`src/rtl/a2d_pkg.sv`:
```
// Shared types and helpers for the round-robin A2D sampler.
package a2d_pkg;

    // Sequencer states: command frame, one-cycle gap, response frame.
    typedef enum logic [1:0] {
        IDLE,
        CMD,
        GAP,
        RESP
    } a2d_state_t;

    localparam int RES_W = 12;
    localparam int CMD_W = 16;

    // A2D read command: channel number sits in bits [13:11], rest zero.
    function automatic logic [CMD_W-1:0] a2d_cmd(input logic [2:0] ch);
        return {2'b00, ch, 11'h000};
    endfunction

endpackage

```
`src/rtl/SPI_mnrch.sv`:
```
// SPI master (mode 3): 16-bit frames, SCLK = clk/4, MOSI changes on the
// falling SCLK edge and MISO is sampled on the rising edge. SCLK idles high
// and stays high for two clocks after SS_n falls.
module SPI_mnrch (
    input  logic        clk,
    input  logic        rst_n,
    input  logic        snd,
    input  logic [15:0] cmd,
    input  logic        MISO,
    output logic        SS_n,
    output logic        SCLK,
    output logic        MOSI,
    output logic        done,
    output logic [15:0] resp
);

    typedef enum logic [1:0] {
        SPI_IDLE,
        SPI_SHIFT,
        SPI_BACK
    } spi_state_t;

    spi_state_t  state;
    logic [1:0]  div;
    logic [3:0]  bit_cnt;
    logic [15:0] shreg;
    logic        miso_smpl;

    // Frame sequencer: shift out cmd while shifting in the slave's reply.
    always_ff @(posedge clk or negedge rst_n) begin
        // NOTE: sequential state uses non-blocking assignments so every flop
        // samples the pre-edge values regardless of statement order.
        if (!rst_n) begin
            state     <= SPI_IDLE;
            div       <= 2'd0;
            bit_cnt   <= 4'd0;
            shreg     <= 16'h0000;
            miso_smpl <= 1'b0;
            done      <= 1'b0;
        end else begin
            done <= 1'b0;
            case (state)
                SPI_IDLE: begin
                    if (snd) begin
                        shreg   <= cmd;
                        div     <= 2'd0;
                        bit_cnt <= 4'd0;
                        state   <= SPI_SHIFT;
                    end
                end
                SPI_SHIFT: begin
                    div <= div + 2'd1;
                    // Falling edge: shift in the bit sampled at the previous
                    // rise; the first fall has nothing to shift yet.
                    if (div == 2'd1 && bit_cnt != 4'd0) begin
                        shreg <= {shreg[14:0], miso_smpl};
                    end
                    // Rising edge: sample MISO and count the bit.
                    if (div == 2'd3) begin
                        miso_smpl <= MISO;
                        bit_cnt   <= bit_cnt + 4'd1;
                        if (bit_cnt == 4'd15) begin
                            state <= SPI_BACK;
                        end
                    end
                end
                SPI_BACK: begin
                    shreg <= {shreg[14:0], miso_smpl};
                    done  <= 1'b1;
                    state <= SPI_IDLE;
                end
                default: state <= SPI_IDLE;
            endcase
        end
    end

    assign SS_n = (state == SPI_IDLE);
    assign SCLK = (state == SPI_SHIFT) ? ~div[1] : 1'b1;
    assign MOSI = shreg[15];
    assign resp = shreg;

endmodule

```
`src/rtl/a2d_rr_sampler.sv`:
```
// Round-robin A2D sampler: every 2^PERIOD_W cycles converts the next slot's
// channel with a command frame followed by a dummy frame that clocks the
// reply out, then updates that slot's (optionally EMA-smoothed) result.
module a2d_rr_sampler
    import a2d_pkg::*;
#(
    parameter int                  NUM_CH    = 4,
    parameter logic [NUM_CH*3-1:0] CH_MAP    = {3'd4, 3'd3, 3'd1, 3'd0},
    parameter int                  PERIOD_W  = 14,
    parameter int                  AVG_SHIFT = 0
) (
    input  logic                    clk,
    input  logic                    rst_n,
    input  logic                    en,
    input  logic                    MISO,
    output logic                    SS_n,
    output logic                    SCLK,
    output logic                    MOSI,
    output logic [NUM_CH*RES_W-1:0] result,
    output logic [NUM_CH-1:0]       smpl_vld,
    output logic [2:0]              slot
);

    localparam int         ACC_W     = RES_W + AVG_SHIFT;
    localparam logic [2:0] LAST_SLOT = 3'(NUM_CH - 1);

    logic [PERIOD_W-1:0] interval_cnt;
    logic                tick;
    a2d_state_t          state;
    logic                snd;
    logic                done;
    logic [CMD_W-1:0]    cmd;
    logic [CMD_W-1:0]    resp;
    logic                capture;
    logic [ACC_W-1:0]    sample_ext;
    logic                unused_resp_bits;

    // Free-running interval counter; all-ones marks a conversion slot.
    always_ff @(posedge clk or negedge rst_n) begin
        if (!rst_n) begin
            interval_cnt <= '0;
        end else begin
            interval_cnt <= interval_cnt + PERIOD_W'(1);
        end
    end

    assign tick = &interval_cnt;

    // snd is decoded from state so the command frame starts in the tick cycle
    // itself and the dummy frame exactly one clock after the CMD done.
    assign snd     = (state == IDLE && tick && en) || (state == GAP);
    assign capture = (state == RESP) && done;

    // slot is stable for the whole transaction, so cmd is too.
    assign cmd = a2d_cmd(CH_MAP[slot*3 +: 3]);

    // Transaction sequencer and slot pointer.
    always_ff @(posedge clk or negedge rst_n) begin
        if (!rst_n) begin
            state <= IDLE;
            slot  <= 3'd0;
        end else begin
            case (state)
                IDLE: if (tick && en) state <= CMD;
                CMD:  if (done) state <= GAP;
                GAP:  state <= RESP;
                RESP: begin
                    if (done) begin
                        state <= IDLE;
                        slot  <= (slot == LAST_SLOT) ? 3'd0 : slot + 3'd1;
                    end
                end
                default: state <= IDLE;
            endcase
        end
    end

    SPI_mnrch u_spi (
        .clk   (clk),
        .rst_n (rst_n),
        .snd   (snd),
        .cmd   (cmd),
        .MISO  (MISO),
        .SS_n  (SS_n),
        .SCLK  (SCLK),
        .MOSI  (MOSI),
        .done  (done),
        .resp  (resp)
    );

    assign sample_ext       = ACC_W'(resp[RES_W-1:0]);
    assign unused_resp_bits = ^resp[CMD_W-1:RES_W];

    for (genvar i = 0; i < NUM_CH; i++) begin : g_slot
        logic [ACC_W-1:0] acc;
        logic             seeded;
        logic             vld_q;
        logic             hit;

        assign hit = capture && (slot == 3'(i));

        // Per-slot EMA: seed with the first sample, then blend in new ones.
        always_ff @(posedge clk or negedge rst_n) begin
            // NOTE: the accumulators are few, so they take the async reset
            // like any other state and a fresh run never sees stale averages.
            if (!rst_n) begin
                acc    <= '0;
                seeded <= 1'b0;
                vld_q  <= 1'b0;
            end else begin
                vld_q <= hit;
                if (hit) begin
                    acc    <= seeded ? (acc - (acc >> AVG_SHIFT) + sample_ext)
                                     : (sample_ext << AVG_SHIFT);
                    seeded <= 1'b1;
                end
            end
        end

        assign result[i*RES_W +: RES_W] = acc[AVG_SHIFT +: RES_W];
        assign smpl_vld[i]              = vld_q;
    end

endmodule

```
`config.mk`:
```
export PLATFORM = sky130hd
export DESIGN_NAME = a2d_rr_sampler
export DESIGN_NICKNAME = d
export VERILOG_FILES = /design/src/rtl/a2d_pkg.sv /design/src/rtl/SPI_mnrch.sv /design/src/rtl/a2d_rr_sampler.sv
export SDC_FILE = /design/constraint.sdc
export NUM_CORES = 1
export LEC_CHECK = 0
export CAP_MARGIN = 20
export CORE_MARGIN = 3
export CORE_UTILIZATION = 29
export DETAILED_ROUTE_END_ITERATION = 6
export GPL_ROUTABILITY_DRIVEN = 0
export RECOVER_POWER = 50
export SYNTH_ARGS = -nofsm -noshare
export SYNTH_HDL_FRONTEND = slang
export SYNTH_HIERARCHICAL = 1
export SYNTH_SLANG_ARGS = --single-unit
```
`constraint.sdc`:
```
create_clock -name clk -period 2.9 [get_ports clk]
set_input_delay 0.435 -clock clk [delete_from_list [all_inputs] [get_ports clk]]
set_output_delay 0.435 -clock clk [all_outputs]
set_load 0.02 [all_outputs]
```
==> results of run 1 <==
-- state kept, by name (all words and copies together), names as in the netlist, 3 cells and up --
| name | flops |
|---|---|
| g_slot.acc | 48 |
| interval_cnt | 14 |
| u_spi/bit_cnt | 4 |
| u_spi/resp | 16 |
| g_slot.seeded | 4 |
| slot | 3 |
| g_slot.vld_q | 4 |
-- worst paths after layout --
kind                                           endpoint                      start  cells past startpoint  slack, ps
max in group asynchronous  g_slot[1].acc[6]$_DFFE_PN0P_                      rst_n                      2        650
setup reg to reg              u_spi/resp[7]$_DFFE_PN0P_  interval_cnt[0]$_DFF_PN0_                     10        390
setup / recovery              u_spi/resp[7]$_DFFE_PN0P_  interval_cnt[0]$_DFF_PN0_                     10        390
hold / removal                interval_cnt[0]$_DFF_PN0_  interval_cnt[0]$_DFF_PN0_                      1        450
min in group asynchronous  u_spi/bit_cnt[0]$_DFFE_PN0P_                      rst_n                      1        800
hold reg to reg               interval_cnt[0]$_DFF_PN0_  interval_cnt[0]$_DFF_PN0_                      1        450
-- through the flow --
step	instances	setup WS [ps]	util [%]	power [W]
2_1_floorplan	553	807	-	0.00161
5_1_grt	835	89.5	36.0	0.00317
6_report	835	392	36.0	0.00304
3_3_place_gp	821	491	34.3	0.00169
3_5_place_dp	821	408	34.3	0.00170
4_1_cts	835	374	36.1	0.00308
-- cell type report --
type	count	area [um2]	share of cell area, %
repair buffers	69	659	10.1
clock inverters	5	110	1.69
inverters	30	113	1.73
multi-input cells	392	2590	39.8
clock buffers	9	225	3.46
well taps	229	287	4.40
flip-flops and latches	101	2530	38.8
-- routing by layer --
metal  wire length (um)  up-vias  share of wire, %  global-route usage (%)
li1                   -     1969                 -                       -
met5                  0        -                 0                       0
met4                127        0               1.0                    3.18
met1               5760     1963                46                    16.9
met3                541       10               4.3                    2.99
met2               6020       79                48                    22.0
-- power by group --
part	internal (W)	switching, W	total (W)
registers	0.00142	0.0000182	0.00144
logic	0.0000796	0.000152	0.000231
clock network	0.000841	0.000535	0.00138
-- worst max-delay path, cell delays in order, from the launching register on --
cell and delay [ps]:
dfrtp_1 370, ha_1 190, nand3_1 140, nor2_1 240
nand4_1 170, o21bai_1 260, nor2b_1 150, a2111oi_4 290
buf_4 400, nor2_1 100, a21oi_2 110
==> impl_metrics.toml, run 1 <==
[final_layout]
layout_common_cells = "dfrtp_1, nand2_1, clkdlybuf4s50_1"
final_nets = 635
final_common_cell = "dfrtp_1"
diodes = 0
finalInstanceArea_um2 = 6510
layout-drive-gt1-share_pct = 7.26
fill_cells = 1781
area_growth_pct = 21.6

[timing]
period_share_pct = 86.5
hold_slack_ps = 455
fin_setup_tns_ps = 0
relSlewSlack_pct = -58.2
rsz0062_at_grt = "false"
setup_violations = 0
hold_viol = 0
post-route-min-period_ps = 2510
slew_viol_final = 41
finalClockSkew_ps = 8.73
worst_slew_pin_slew_ps = 2370
fmax_mhz = 399

[global_route]
antenna_found_initial = 0
grt_max_degree = 47
grt_pass1_vias = 4017
gr-total-overflow = 0
track_usage_pct = 13.0
grt_first_pass_wirelength_um = 21000

[die]
start_util_pct = 29.6
dieWidth_um = 142
placementRows = 49
dieArea_um2 = 20100
die_h_um = 142
core_area_um2 = 18100
ioPinCount = 62

[clock_tree]
postCtsSetupRepairBufs = 0
insertion_delay_ps = 350
ctsLongestPathBuffers = 2
cts.htree.levels = 3
root_buffer = "clkbuf_16"
cts_buffers = 9
clock-sinks = 101
ctsHoldBuffers = 0
cts_tree = "yes"
clk_pin_slew_ps = 60
post_cts_resized = 0

[routing]
finalWirelength_um = 12500
drt_iter0_drc = 218
firstDrtPassIters = 5
ant_nets = 0
routed_via_density = 4.82
vias = 4021
drcViolationCount = 0
wl_per_cell_um = 14.9

[min_path]
hold_path.class = "register to register"

[setup_path]
timing.critical_path.from_type = "register"
crit_path_end_kind = "register"
cp.required_ps = 3180
critPathMaxFanout = 32
crit_arrival_ps = 2790
crit_type = "register to register"

[pwr]
cellPowerDensity_nw_per_um2 = 467
leakagePower_nw = 2.84
peakVddDrop_v = 0.000329

[status]
status = "finished with violations"
failed_checks = "capacitance limit, slew limit"

[synth]
netlist_area_um2 = 5360
syn_area_per_cell_um2 = 9.91
postSynthCellCount = 541
ys_warn_count = 6

[place]
io_buffers = 61
dpl-instance-area_um2 = 6200
place.detailed.hpwl_um = 9050

[flow_run]
cap_viol_max_count = 1
(Power assumes the default switching activity.)
==> run 2, diff against run 1 <==
SETUP_SLACK_MARGIN = 0.3   (was unset)
==> run 2 against run 1 <==
  * The run still ends with capacitance limit, slew limit left
  * Clock-buffer cell count unchanged
  * Core utilization increased by 0.13 points
  * Routed wire length about the same
  * Worst hold slack unchanged
  * Sequential share of layout area decreased by 0.14 points
  * Setup slack improved by 73 ps
  * Global-route usage unchanged
  * Die area unchanged
  * Final cell count unchanged
  * Clock power about the same
  * Register-to-register slack improved by 70 ps
  * Critical path type unchanged
  * Critical endpoint is now g_slot[0].acc[9]$_DFFE_PN0P_
  * Largest power group unchanged
==> impl_metrics.toml, run 2 (synthesis results as in run 1) <==
[status]
status = "finished with violations"
failed_checks = "capacitance limit, slew limit"

[setup_path]
timing.critical_path.from_type = "register"
setup.worst_path.end = "g_slot[0].acc[9]$_DFFE_PN0P_"
r2r-end = "g_slot[0].acc[9]$_DFFE_PN0P_"
r2r_start = "u_spi/resp[5]$_DFFE_PN0P_"
cp.depth = 6
crit_arrival_ps = 2650
cp_slowest_stage_delay_ps = 510
cp_top_family = "compound AO/OA/AOI/OAI gates"
crit_chain = "ha_1, a21o_1, and3_2, a211oi_1, xor2_1, o21ai_0"
crit_type = "register to register"
critPathMaxFanout = 8
crit_path_start = "u_spi/resp[5]$_DFFE_PN0P_"
cp.required_ps = 3120
crit_path_end_kind = "register"
reg2reg_slack_ps = 460
cp_slowest_cell = "dfrtp_1"
crit_buf_inv = 0
r2r_cells = 6

[timing]
post-route-min-period_ps = 2440
slew_viol_final = 41
rsz0062_at_grt = "false"
setup_slack_ps = 464
hold_slack_ps = 455
fmax_mhz = 411
setup_violations = 0
fin_setup_tns_ps = 0
worst_slew_pin_slew_ps = 2360
hold_viol = 0
finalClockSkew_ps = 8.50
period_share_pct = 84.0
relSlewSlack_pct = -57.5

[die]
core_area_um2 = 18100
dieArea_um2 = 20100
start_util_pct = 29.6
die_h_um = 142
ioPinCount = 62
placementRows = 49
dieWidth_um = 142

[final_layout]
final_common_cell = "dfrtp_1"
finalInstanceArea_um2 = 6540
layout_common_cells = "dfrtp_1, nand2_1, clkdlybuf4s50_1"
largest_register_ffs = 48
top_register = "g_slot.acc"
final_nets = 635
diodes = 0
final_core_util_pct = 36.1
layout-drive-gt1-share_pct = 7.76
area_growth_pct = 22.0

[clock_tree]
ctsHoldBuffers = 0
cts_tree = "yes"
post_cts_resized = 0
cts.htree.levels = 3
ctsLongestPathBuffers = 2
clk_pin_slew_ps = 70
root_buffer = "clkbuf_16"
postCtsSetupRepairBufs = 0
cts_buffers = 9
clock-sinks = 101
insertion_delay_ps = 350

[global_route]
grt_max_degree = 47
grt_pass1_vias = 4017
gr-total-overflow = 0
antenna_found_initial = 0
track_usage_pct = 13.0
grt_first_pass_wirelength_um = 21000

[pwr]
peakVddDrop_v = 0.000334
cellPowerDensity_nw_per_um2 = 465
leakagePower_nw = 2.85

[routing]
drt_iter0_drc = 224
wl_per_cell_um = 14.9
wl_met1_um = 5790
met3_length_um = 502
finalWirelength_um = 12400
vias = 4013
drcViolationCount = 0
highest_layer = "met4"
ant_nets = 0
firstDrtPassIters = 4
routed_via_density = 4.81
wl_met2_um = 6020

[place]
io_buffers = 61
place.detailed.hpwl_um = 9050
dpl-instance-area_um2 = 6200
pre_cts_ws_ps = 408

[min_path]
hold_path.class = "register to register"

[flow_run]
cap_viol_max_count = 1
-- run 2: cell counts in the layout (fill, tap and decap cells not counted) --
Identical to the previous run, type by type.
-- run 2: cell type report --
type | count | area [um2]
flip-flops and latches | 101 | 2530
repair buffers | 69 | 672
clock buffers | 9 | 225
well taps | 229 | 287
inverters | 30 | 113
multi-input cells | 392 | 2600
clock inverters | 5 | 110
fillers | 1779 | 11500
-- run 2: power by group --
| group | switching [W] | leakage, nW | internal, W |
|---|---|---|---|
| logic | 0.000152 | 1.34 | 0.0000807 |
| registers | 0.0000180 | 1.34 | 0.00142 |
| clock network | 0.000533 | 0.163 | 0.000841 |
-- run 2: worst min path at each step --
stage                         startpoint  depth (start not counted)  slack [ps]                            to
3_5_place_dp   interval_cnt[0]$_DFF_PN0_                          1         440     interval_cnt[0]$_DFF_PN0_
5_1_grt        interval_cnt[6]$_DFF_PN0_                          1         500     interval_cnt[6]$_DFF_PN0_
6_report       interval_cnt[0]$_DFF_PN0_                          1         450     interval_cnt[0]$_DFF_PN0_
3_3_place_gp   interval_cnt[0]$_DFF_PN0_                          1         430     interval_cnt[0]$_DFF_PN0_
2_1_floorplan                      rst_n                          0         140  g_slot[0].acc[0]$_DFFE_PN0P_
4_1_cts                            rst_n                          1          90  g_slot[2].acc[8]$_DFFE_PN0P_
-- run 2: metal layers --
| metal | global-route usage [%] | up-vias |
|---|---|---|
| met3 | 2.99 | 10 |
| met5 | 0 | - |
| li1 | - | 1970 |
| met4 | 3.18 | 0 |
| met2 | 22.0 | 82 |
| met1 | 16.9 | 1951 |
-- run 2: stage by stage --
stage | total power, W | std cells
global placement | 0.00169 | 821
CTS | 0.00308 | 835
detailed placement | 0.00170 | 821
global route | 0.00317 | 835
floorplan | 0.00161 | 553
finish | 0.00304 | 835
